**src/rtl/mips_pkg.sv**
```systemverilog
// Shared definitions for the multi-cycle MIPS controller:
// opcodes, ALU operations, ALU B-input selects and the FSM state set.
package mips_pkg;

    localparam logic [3:0] OP_ADD  = 4'b0000;
    localparam logic [3:0] OP_SUB  = 4'b0001;
    localparam logic [3:0] OP_AND  = 4'b0010;
    localparam logic [3:0] OP_OR   = 4'b0011;
    localparam logic [3:0] OP_ADDI = 4'b0100;
    localparam logic [3:0] OP_LW   = 4'b0101;
    localparam logic [3:0] OP_SW   = 4'b0110;
    localparam logic [3:0] OP_SLT  = 4'b0111;
    localparam logic [3:0] OP_BEQ  = 4'b1000;

    localparam logic [2:0] ALU_AND = 3'b000;
    localparam logic [2:0] ALU_OR  = 3'b001;
    localparam logic [2:0] ALU_ADD = 3'b010;
    localparam logic [2:0] ALU_SUB = 3'b110;
    localparam logic [2:0] ALU_SLT = 3'b111;

    localparam logic [1:0] SRCB_REG    = 2'b00;
    localparam logic [1:0] SRCB_FOUR   = 2'b01;
    localparam logic [1:0] SRCB_IMM    = 2'b10;
    localparam logic [1:0] SRCB_BRANCH = 2'b11;

    typedef enum logic [3:0] {
        S_FETCH,
        S_DECODE,
        S_EXEC,
        S_RWB,
        S_ADDIEX,
        S_ADDIWB,
        S_MEMADR,
        S_MEMRD,
        S_MEMWB,
        S_MEMWR,
        S_BRANCH,
        S_HALT
    } state_t;

    function automatic logic is_rtype(input logic [3:0] op);
        return (op == OP_ADD) || (op == OP_SUB) || (op == OP_AND) ||
               (op == OP_OR)  || (op == OP_SLT);
    endfunction

    function automatic logic [2:0] rtype_alu_op(input logic [3:0] op);
        case (op)
            OP_SUB:  return ALU_SUB;
            OP_AND:  return ALU_AND;
            OP_OR:   return ALU_OR;
            OP_SLT:  return ALU_SLT;
            default: return ALU_ADD;
        endcase
    endfunction

endpackage

```
**src/rtl/retire_counter.sv**
```systemverilog
// Retired-instruction counter; wraps modulo 2^CNT_W.
module retire_counter #(
    parameter int CNT_W = 16
) (
    input  logic             clock,
    input  logic             reset,
    input  logic             inc,
    output logic [CNT_W-1:0] count
);

    localparam logic [CNT_W-1:0] ONE = {{(CNT_W-1){1'b0}}, 1'b1};

    always_ff @(posedge clock) begin
        if (reset)
            count <= '0;
        else if (inc)
            count <= count + ONE;
    end

endmodule

```
**src/rtl/multicycle_control.sv**
```systemverilog
// Multi-cycle sequencing controller for the 16-bit, 4-register MIPS datapath.
// Steps each instruction through fetch/decode/execute/memory/write-back states.
module multicycle_control
    import mips_pkg::*;
#(
    parameter int CNT_W           = 16,
    parameter bit HALT_ON_ILLEGAL = 1'b1
) (
    input  logic             clock,
    input  logic             reset,
    input  logic [3:0]       opcode,
    input  logic             zero,
    input  logic             mem_ready,
    output logic             pc_write,
    output logic             pc_write_cond,
    output logic             iord,
    output logic             mem_read,
    output logic             mem_write,
    output logic             ir_write,
    output logic             mem_to_reg,
    output logic             reg_write,
    output logic             reg_dst,
    output logic             alu_src_a,
    output logic [1:0]       alu_src_b,
    output logic [2:0]       alu_op,
    output logic             pc_source,
    output logic             halted,
    output logic [CNT_W-1:0] retired
);

    state_t     state, next_state;
    logic [2:0] exec_op_q;
    logic       inc;

    // The branch decision is made by the datapath's PC-enable gate, not here.
    logic unused_zero;
    assign unused_zero = zero;

    // NOTE: state registers use non-blocking assignments so every flop samples
    // pre-edge values; blocking here would create order-dependent simulation.
    always_ff @(posedge clock) begin
        if (reset) begin
            state     <= S_FETCH;
            exec_op_q <= ALU_ADD;
        end else begin
            state <= next_state;
            if (state == S_DECODE)
                exec_op_q <= rtype_alu_op(opcode);
        end
    end

    // NOTE: every output gets a default before the case so no path leaves a
    // signal unassigned, which would otherwise infer a latch.
    always_comb begin
        next_state    = state;
        inc           = 1'b0;
        pc_write      = 1'b0;
        pc_write_cond = 1'b0;
        iord          = 1'b0;
        mem_read      = 1'b0;
        mem_write     = 1'b0;
        ir_write      = 1'b0;
        mem_to_reg    = 1'b0;
        reg_write     = 1'b0;
        reg_dst       = 1'b0;
        alu_src_a     = 1'b0;
        alu_src_b     = SRCB_REG;
        alu_op        = ALU_AND;
        pc_source     = 1'b0;
        halted        = 1'b0;

        case (state)
            S_FETCH: begin
                mem_read  = 1'b1;
                alu_src_b = SRCB_FOUR;
                alu_op    = ALU_ADD;
                ir_write  = mem_ready;
                pc_write  = mem_ready;
                if (mem_ready)
                    next_state = S_DECODE;
            end
            S_DECODE: begin
                alu_src_b = SRCB_BRANCH;
                alu_op    = ALU_ADD;
                if (is_rtype(opcode))
                    next_state = S_EXEC;
                else if (opcode == OP_ADDI)
                    next_state = S_ADDIEX;
                else if ((opcode == OP_LW) || (opcode == OP_SW))
                    next_state = S_MEMADR;
                else if (opcode == OP_BEQ)
                    next_state = S_BRANCH;
                else if (HALT_ON_ILLEGAL)
                    next_state = S_HALT;
                else begin
                    next_state = S_FETCH;
                    inc        = 1'b1;
                end
            end
            S_EXEC: begin
                alu_src_a  = 1'b1;
                alu_op     = exec_op_q;
                next_state = S_RWB;
            end
            S_RWB: begin
                reg_write  = 1'b1;
                reg_dst    = 1'b1;
                inc        = 1'b1;
                next_state = S_FETCH;
            end
            S_ADDIEX: begin
                alu_src_a  = 1'b1;
                alu_src_b  = SRCB_IMM;
                alu_op     = ALU_ADD;
                next_state = S_ADDIWB;
            end
            S_ADDIWB: begin
                reg_write  = 1'b1;
                inc        = 1'b1;
                next_state = S_FETCH;
            end
            S_MEMADR: begin
                alu_src_a  = 1'b1;
                alu_src_b  = SRCB_IMM;
                alu_op     = ALU_ADD;
                next_state = (opcode == OP_LW) ? S_MEMRD : S_MEMWR;
            end
            S_MEMRD: begin
                mem_read = 1'b1;
                iord     = 1'b1;
                if (mem_ready)
                    next_state = S_MEMWB;
            end
            S_MEMWB: begin
                reg_write  = 1'b1;
                mem_to_reg = 1'b1;
                inc        = 1'b1;
                next_state = S_FETCH;
            end
            S_MEMWR: begin
                mem_write = 1'b1;
                iord      = 1'b1;
                if (mem_ready) begin
                    inc        = 1'b1;
                    next_state = S_FETCH;
                end
            end
            S_BRANCH: begin
                alu_src_a     = 1'b1;
                alu_op        = ALU_SUB;
                pc_write_cond = 1'b1;
                pc_source     = 1'b1;
                inc           = 1'b1;
                next_state    = S_FETCH;
            end
            S_HALT: begin
                halted = 1'b1;
            end
            default: next_state = S_FETCH;
        endcase

        // Reset must never let a stray write or memory request escape.
        if (reset) begin
            pc_write      = 1'b0;
            pc_write_cond = 1'b0;
            ir_write      = 1'b0;
            reg_write     = 1'b0;
            mem_read      = 1'b0;
            mem_write     = 1'b0;
        end
    end

    retire_counter #(
        .CNT_W (CNT_W)
    ) u_retire_counter (
        .clock (clock),
        .reset (reset),
        .inc   (inc),
        .count (retired)
    );

endmodule

```
**config.mk**
```make
export PLATFORM = sky130hd
export DESIGN_NAME = multicycle_control
export DESIGN_NICKNAME = d
export VERILOG_FILES = /design/src/rtl/mips_pkg.sv /design/src/rtl/retire_counter.sv /design/src/rtl/multicycle_control.sv
export SDC_FILE = /design/constraint.sdc
export NUM_CORES = 1
export LEC_CHECK = 0
export CAP_MARGIN = 30
export CORE_UTILIZATION = 44
export CTS_CLUSTER_SIZE = 20
export DETAILED_ROUTE_END_ITERATION = 6
export PLACE_DENSITY_LB_ADDON = 0.08
export SYNTH_ARGS = -nofsm -noshare
export SYNTH_HDL_FRONTEND = slang
export SYNTH_SLANG_ARGS = --single-unit
```
**constraint.sdc**
```tcl
create_clock -name clock -period 1.5 [get_ports clock]
set_input_delay 0.3 -clock clock [delete_from_list [all_inputs] [get_ports clock]]
set_output_delay 0.3 -clock clock [all_outputs]
set_load 0.05 [all_outputs]
```
==> run summary, run 1 <==
Of the total synthesized cell area, the portion taken by full adders, half adders and majority gates is 0.756%. 41 I/O pins were placed. After clock tree synthesis, the setup repair step added 20 buffers. The tools report the number of CTS-inserted buffers as 3. Sorting the synthesized cells by area gives the leading types as sky130_fd_sc_hd__dfxtp_1 (28%), sky130_fd_sc_hd__mux2_2 (8.2%), sky130_fd_sc_hd__nor2b_1 (7.2%), sky130_fd_sc_hd__nor2_1 (6.4%), sky130_fd_sc_hd__a21oi_1 (4.5%). Timing analysis after detailed placement gives a worst setup slack of -523 ps. The share of the synthesized netlist area taken by xor and xnor gates is 1.06%, and the count of different cell masters after synthesis is 47. After synthesis, the largest family of logic cells by area is simple AND/OR/NAND/NOR gates.

After synthesis, flip-flops and latches occupy 27.8% of the total area. The cell area that synthesis handed to floorplanning was 1650 sq um. The effective utilization at floorplan is 47.7%, and the synthesis warning total is 0. For the final estimated routing congestion in global placement, the log shows 0.840. The gate count after technology mapping is 209, and the mux share of post-synthesis cell area is 10.1%.

Counting flops with a built-in enable in the synthesized netlist gives 0. The average instance area after synthesis is 7.91 sq um, and the worst-case clock buffer depth is 2. The top flip-flop cell by instance count after synthesis was sky130_fd_sc_hd__dfxtp_1.

The tools report the number of hold buffers added after cts as 0. Of the post-synthesis cell area, the dominant cell type holds 27.8%. sky130_fd_sc_hd__dfxtp_1 takes more of the synthesized area than any other cell. The number of H-tree branching levels was 1; the post-synthesis compound-gate area fraction was 19.0%. The tools report the net count of the mapped netlist as 218. The tree is rooted in a sky130_fd_sc_hd__clkbuf_8. Input and output buffers added on the ports amount to 39. The run stopped with a tool error. The tool reported: "[ERROR DPL-0038] Utilization greater than 100%, impossible to legalize". Area fraction in and, or, nand and nor cells after synthesis: 35.7%. The number of synthesized register bits is 23, and the height of the die is 63.3 microns. Share of flip-flops with an asynchronous set or reset after synthesis: 0%.

Clock tree synthesis found a total of 23 sinks. The commonest cells after synthesis are sky130_fd_sc_hd__nor2_1 (28), sky130_fd_sc_hd__dfxtp_1 (23), sky130_fd_sc_hd__nor2b_1 (19), sky130_fd_sc_hd__a21oi_1 (15), sky130_fd_sc_hd__nand2_1 (14). Once the clock tree was built, the resizer swapped 79 gates to a different size.

The stage where the flow stopped is 4_1_cts. The most frequent cell after synthesis was sky130_fd_sc_hd__nor2_1. For the HPWL after detailed placement, the log shows 4.25 mm. The floorplan has 21 rows. The die is 63.3 microns wide.
cell families after synthesis:
| kind of cell | after synthesis |
|---|---|
| and+or+nand+nor | 107 |
| AOI/OAI and AO/OA | 42 |
| DFF | 23 |
| buffers and inverters | 19 |
| muxes | 15 |
| xor gates and xnor gates | 2 |
| adders and majority gates | 1 |
metrics by stage:
step                      instance area, sq um  std cells
after floorplan                           1920        209
after global placement                    2960        326
after detailed placement                  2960        326
==> inputs of run 2 (changes only) <==
- CORE_UTILIZATION: 44 -> 35
- CTS_CLUSTER_SIZE: 20 -> default
- PLACE_DENSITY_LB_ADDON: 0.08 -> 0.15
- clock period: 1.5 -> 2 ns (I/O delays scaled with it)
==> run summary, run 2 <==
The total power was 2.95 mW. The via count was 1657; the count of buffers inserted at the top-level ports was 39 (unchanged). The gate count after technology mapping came out at 209 (unchanged). Clock-pin slew on the worst setup and hold paths: 80 ps. The count of nets left with antenna violations once routing finished came out at 0. The biggest fanout along the worst timing path came out at 6. The number of enable-type register cells in the synthesized netlist came out at 0 (unchanged).

The horizontal die dimension works out to 70.7 microns (was 63.3 microns). The mean number of vias per cell is 5.38, and the HPWL after detailed placement is 3.02 mm (was 4.25 mm). The run gives 0.788 (was 0.840) as the final estimated routing congestion in global placement. For this design the ratio of total power to cell area is 1210 nW/um^2. Synth area leaders: sky130_fd_sc_hd__dfxtp_1 (28%), sky130_fd_sc_hd__mux2_2 (8.2%), sky130_fd_sc_hd__nor2b_1 (7.2%), sky130_fd_sc_hd__nor2_1 (6.4%), sky130_fd_sc_hd__a21oi_1 (4.5%) (unchanged). The run gives 37.2% (was 47.7%) as the effective utilization at floorplan.

Number of flip-flops in the largest register: 16. The tools report the share of the yosys chip area belonging to registers as 27.8% (unchanged). The library cell used most frequently in the layout, excluding fill and tap cells, is sky130_fd_sc_hd__buf_4. After layout, the worst setup slack is 49.3 ps. The later pin in the worst-skew pair is clocked with a latency of 260 ps. The number of synthesized register bits works out to 23 (unchanged). Of the cells placed in the final design, the portion with a size suffix greater than 1 is 32.4%. Setup violations remaining at the end of the flow were counted as 0. The tools report the final number of hold-violating endpoints as 0. Subtracting the final worst setup slack from the clock period gives 1950 ps. The number of global-route vias before repair was 1460; the initial antenna violation count was 0. Worst vdd rail ir drop: 0.000668 V.

Across the routed clock network, the largest skew measured is 1.83 ps. The count of different cell masters after synthesis is 47 (unchanged). The clock sink count came out at 23 (unchanged). The checks that failed: DRC. The share of flip-flops with an asynchronous set or reset after synthesis was 0% (unchanged).

From synthesis to final layout, the design area changed by 47.8%. Number of remaining DRC errors: 6. Synthesis warning total: 0 (unchanged). For this run the aggregate overflow at the end of global routing stands at 0. The library cells used most frequently in the layout, excluding fill and tap cells, are sky130_fd_sc_hd__buf_4 (24), sky130_fd_sc_hd__nor2_1 (23), sky130_fd_sc_hd__dfxtp_1 (20). Most frequent cell after synthesis: sky130_fd_sc_hd__nor2_1 (unchanged). The total I/O pin count is 41 (unchanged), and the slew at the pin closest to its max-slew limit is 511 ps. The tools report the root buffer cell as sky130_fd_sc_hd__clkbuf_8 (unchanged). The cell row count is 24 (was 21), and the pre-CTS worst setup slack is -144 ps (was -523 ps).

The number of CTS-inserted buffers is 3 (unchanged). The tools report the slack of the worst reg-to-reg path as 260 ps. The classification of the worst-slack hold path is flip-flop to flip-flop. Average instance area after synthesis: 7.91 sq um (unchanged).

TritonCTS built the clock tree. The share of Yosys cell area claimed by the top area cell type is 27.8% (unchanged). The final clock period utilization by the worst path is 97.5%, and the average wire length per cell after detail routing is 13.0 microns. The kind of launch point of the worst setup path is a primary input. The detailed router finished its first iteration with 106 violations.

Max-cap violations in this run came to 0. The net count of the mapped netlist was 218 (unchanged); the detailed-router iteration count before antenna repair was 6. On the final layout, the worst hold slack is 466 ps. The global routing usage summed across all routing layers was 16.3%; the area inside the core boundary was 4440 sq um. The tools report the number of instances in the placed design as 302 (was 326). The tools report the post-layout instance count excluding filler cells as 308. For the number of antenna cells inserted, the log shows 0. The kind of critical path is primary input to output port.

The run gives 0.941 nW as the static leakage power. After the last flow step, the layout net total stands at 266. The largest registers in the layout are u_retire_counter.count (16), state (4), exec_op_q (3). Data on the critical path is required at its endpoint by 1600 ps. The run gives 1 (unchanged) as the number of H-tree branching levels. Capturing element type of the critical path: an output port. The top flip-flop cell by instance count after synthesis was sky130_fd_sc_hd__dfxtp_1 (unchanged). The height of the die was 70.7 microns (was 63.3 microns); the number of hold buffers added after cts was 0 (unchanged).

Data on the critical path arrives at its endpoint at 1550 ps. The worst pin sits at a relative slew slack of 65.8%. Most used standard cells in the synthesized netlist: sky130_fd_sc_hd__nor2_1 (28), sky130_fd_sc_hd__dfxtp_1 (23), sky130_fd_sc_hd__nor2b_1 (19), sky130_fd_sc_hd__a21oi_1 (15), sky130_fd_sc_hd__nand2_1 (14) (unchanged). The run gives 2 (unchanged) as the worst-case clock buffer depth. For this block, the routed nets add up to 3.99 mm of wire. The die covers 5000 sq um. The first global-routing pass estimated 6.78 mm of wire.

The maximum frequency from static timing analysis is 513 MHz. The register with the most flip-flops in the final layout is u_retire_counter.count. Leading area contributor after synthesis: sky130_fd_sc_hd__dfxtp_1 (unchanged). The max-slew violation count came out at 0.

Cells fill 55.0% of the core in the end. Entering global routing, the biggest net connects 31 pins. The flow ran to the end, but the final reports show violations.

The run gives 1650 sq um (unchanged) as the post-synthesis cell area.
==> run 2: cell counts after synthesis <==
Identical to the previous run, type by type.
==> run 2: cells by family after synthesis <==
family,Yosys count,synth area share [%]
simple gates,107,35.7
compound gates,42,19.0
flops,23,27.8
buf+inv,19,5.52
mux,15,10.1
xor+xnor,2,1.06
fa+ha+maj,1,0.756
==> run 2: final timing paths <==
check,from,to,depth (start not counted)
max,mem_ready,ir_write,4
min,exec_op_q[2],exec_op_q[2],2
max reg2reg,state[3],u_retire_counter.count[12],4
min reg2reg,exec_op_q[2],exec_op_q[2],2
==> run 2: stage by stage <==
stage | setup TNS [ps] | area, sq um
final | 0 | 2440
after global routing | -8.72 | 2440
after CTS | 0 | 2400
after detailed placement | -861 | 2350
after global placement | -661 | 2350
after floorplan | -363 | 1680
==> run 2: final cells by class <==
type,instances,area [sq um]
inverter,2,7.51
fill,430,2000
multi-input combinational,167,1150
sequential,23,467
timing repair buffer,60,713
tap,52,65.1
clock buffer,4,45.0
==> run 2: routing by layer <==
metal | track usage [%] | share of wire [%]
met5 | 0 | 0
met3 | 1.71 | 2.2
met2 | 24.4 | 45
met4 | 2.67 | 0.40
met1 | 25.4 | 52
==> run 2: repair_timing <==
action	CTS	global route
buffers inserted	0	2
pin swaps	0	3
endpoints found under the setup margin	8	10
gates resized for setup	3	10
==> run 2: worst max-delay path, cell delays in order <==
cell                              delay (ps)
sky130_fd_sc_hd__clkdlybuf4s50_1         530
sky130_fd_sc_hd__buf_4                   170
sky130_fd_sc_hd__and4b_2                 300
sky130_fd_sc_hd__buf_12                  150
==> run 2: power breakdown <==
group	internal, mW	switching [mW]	leakage [nW]
clock network	0.142	0.144	0.0228
registers	0.524	0.0873	0.188
logic	0.905	1.15	0.731
total	1.57	1.38	0.941
Power figures use the tool's default switching activity.
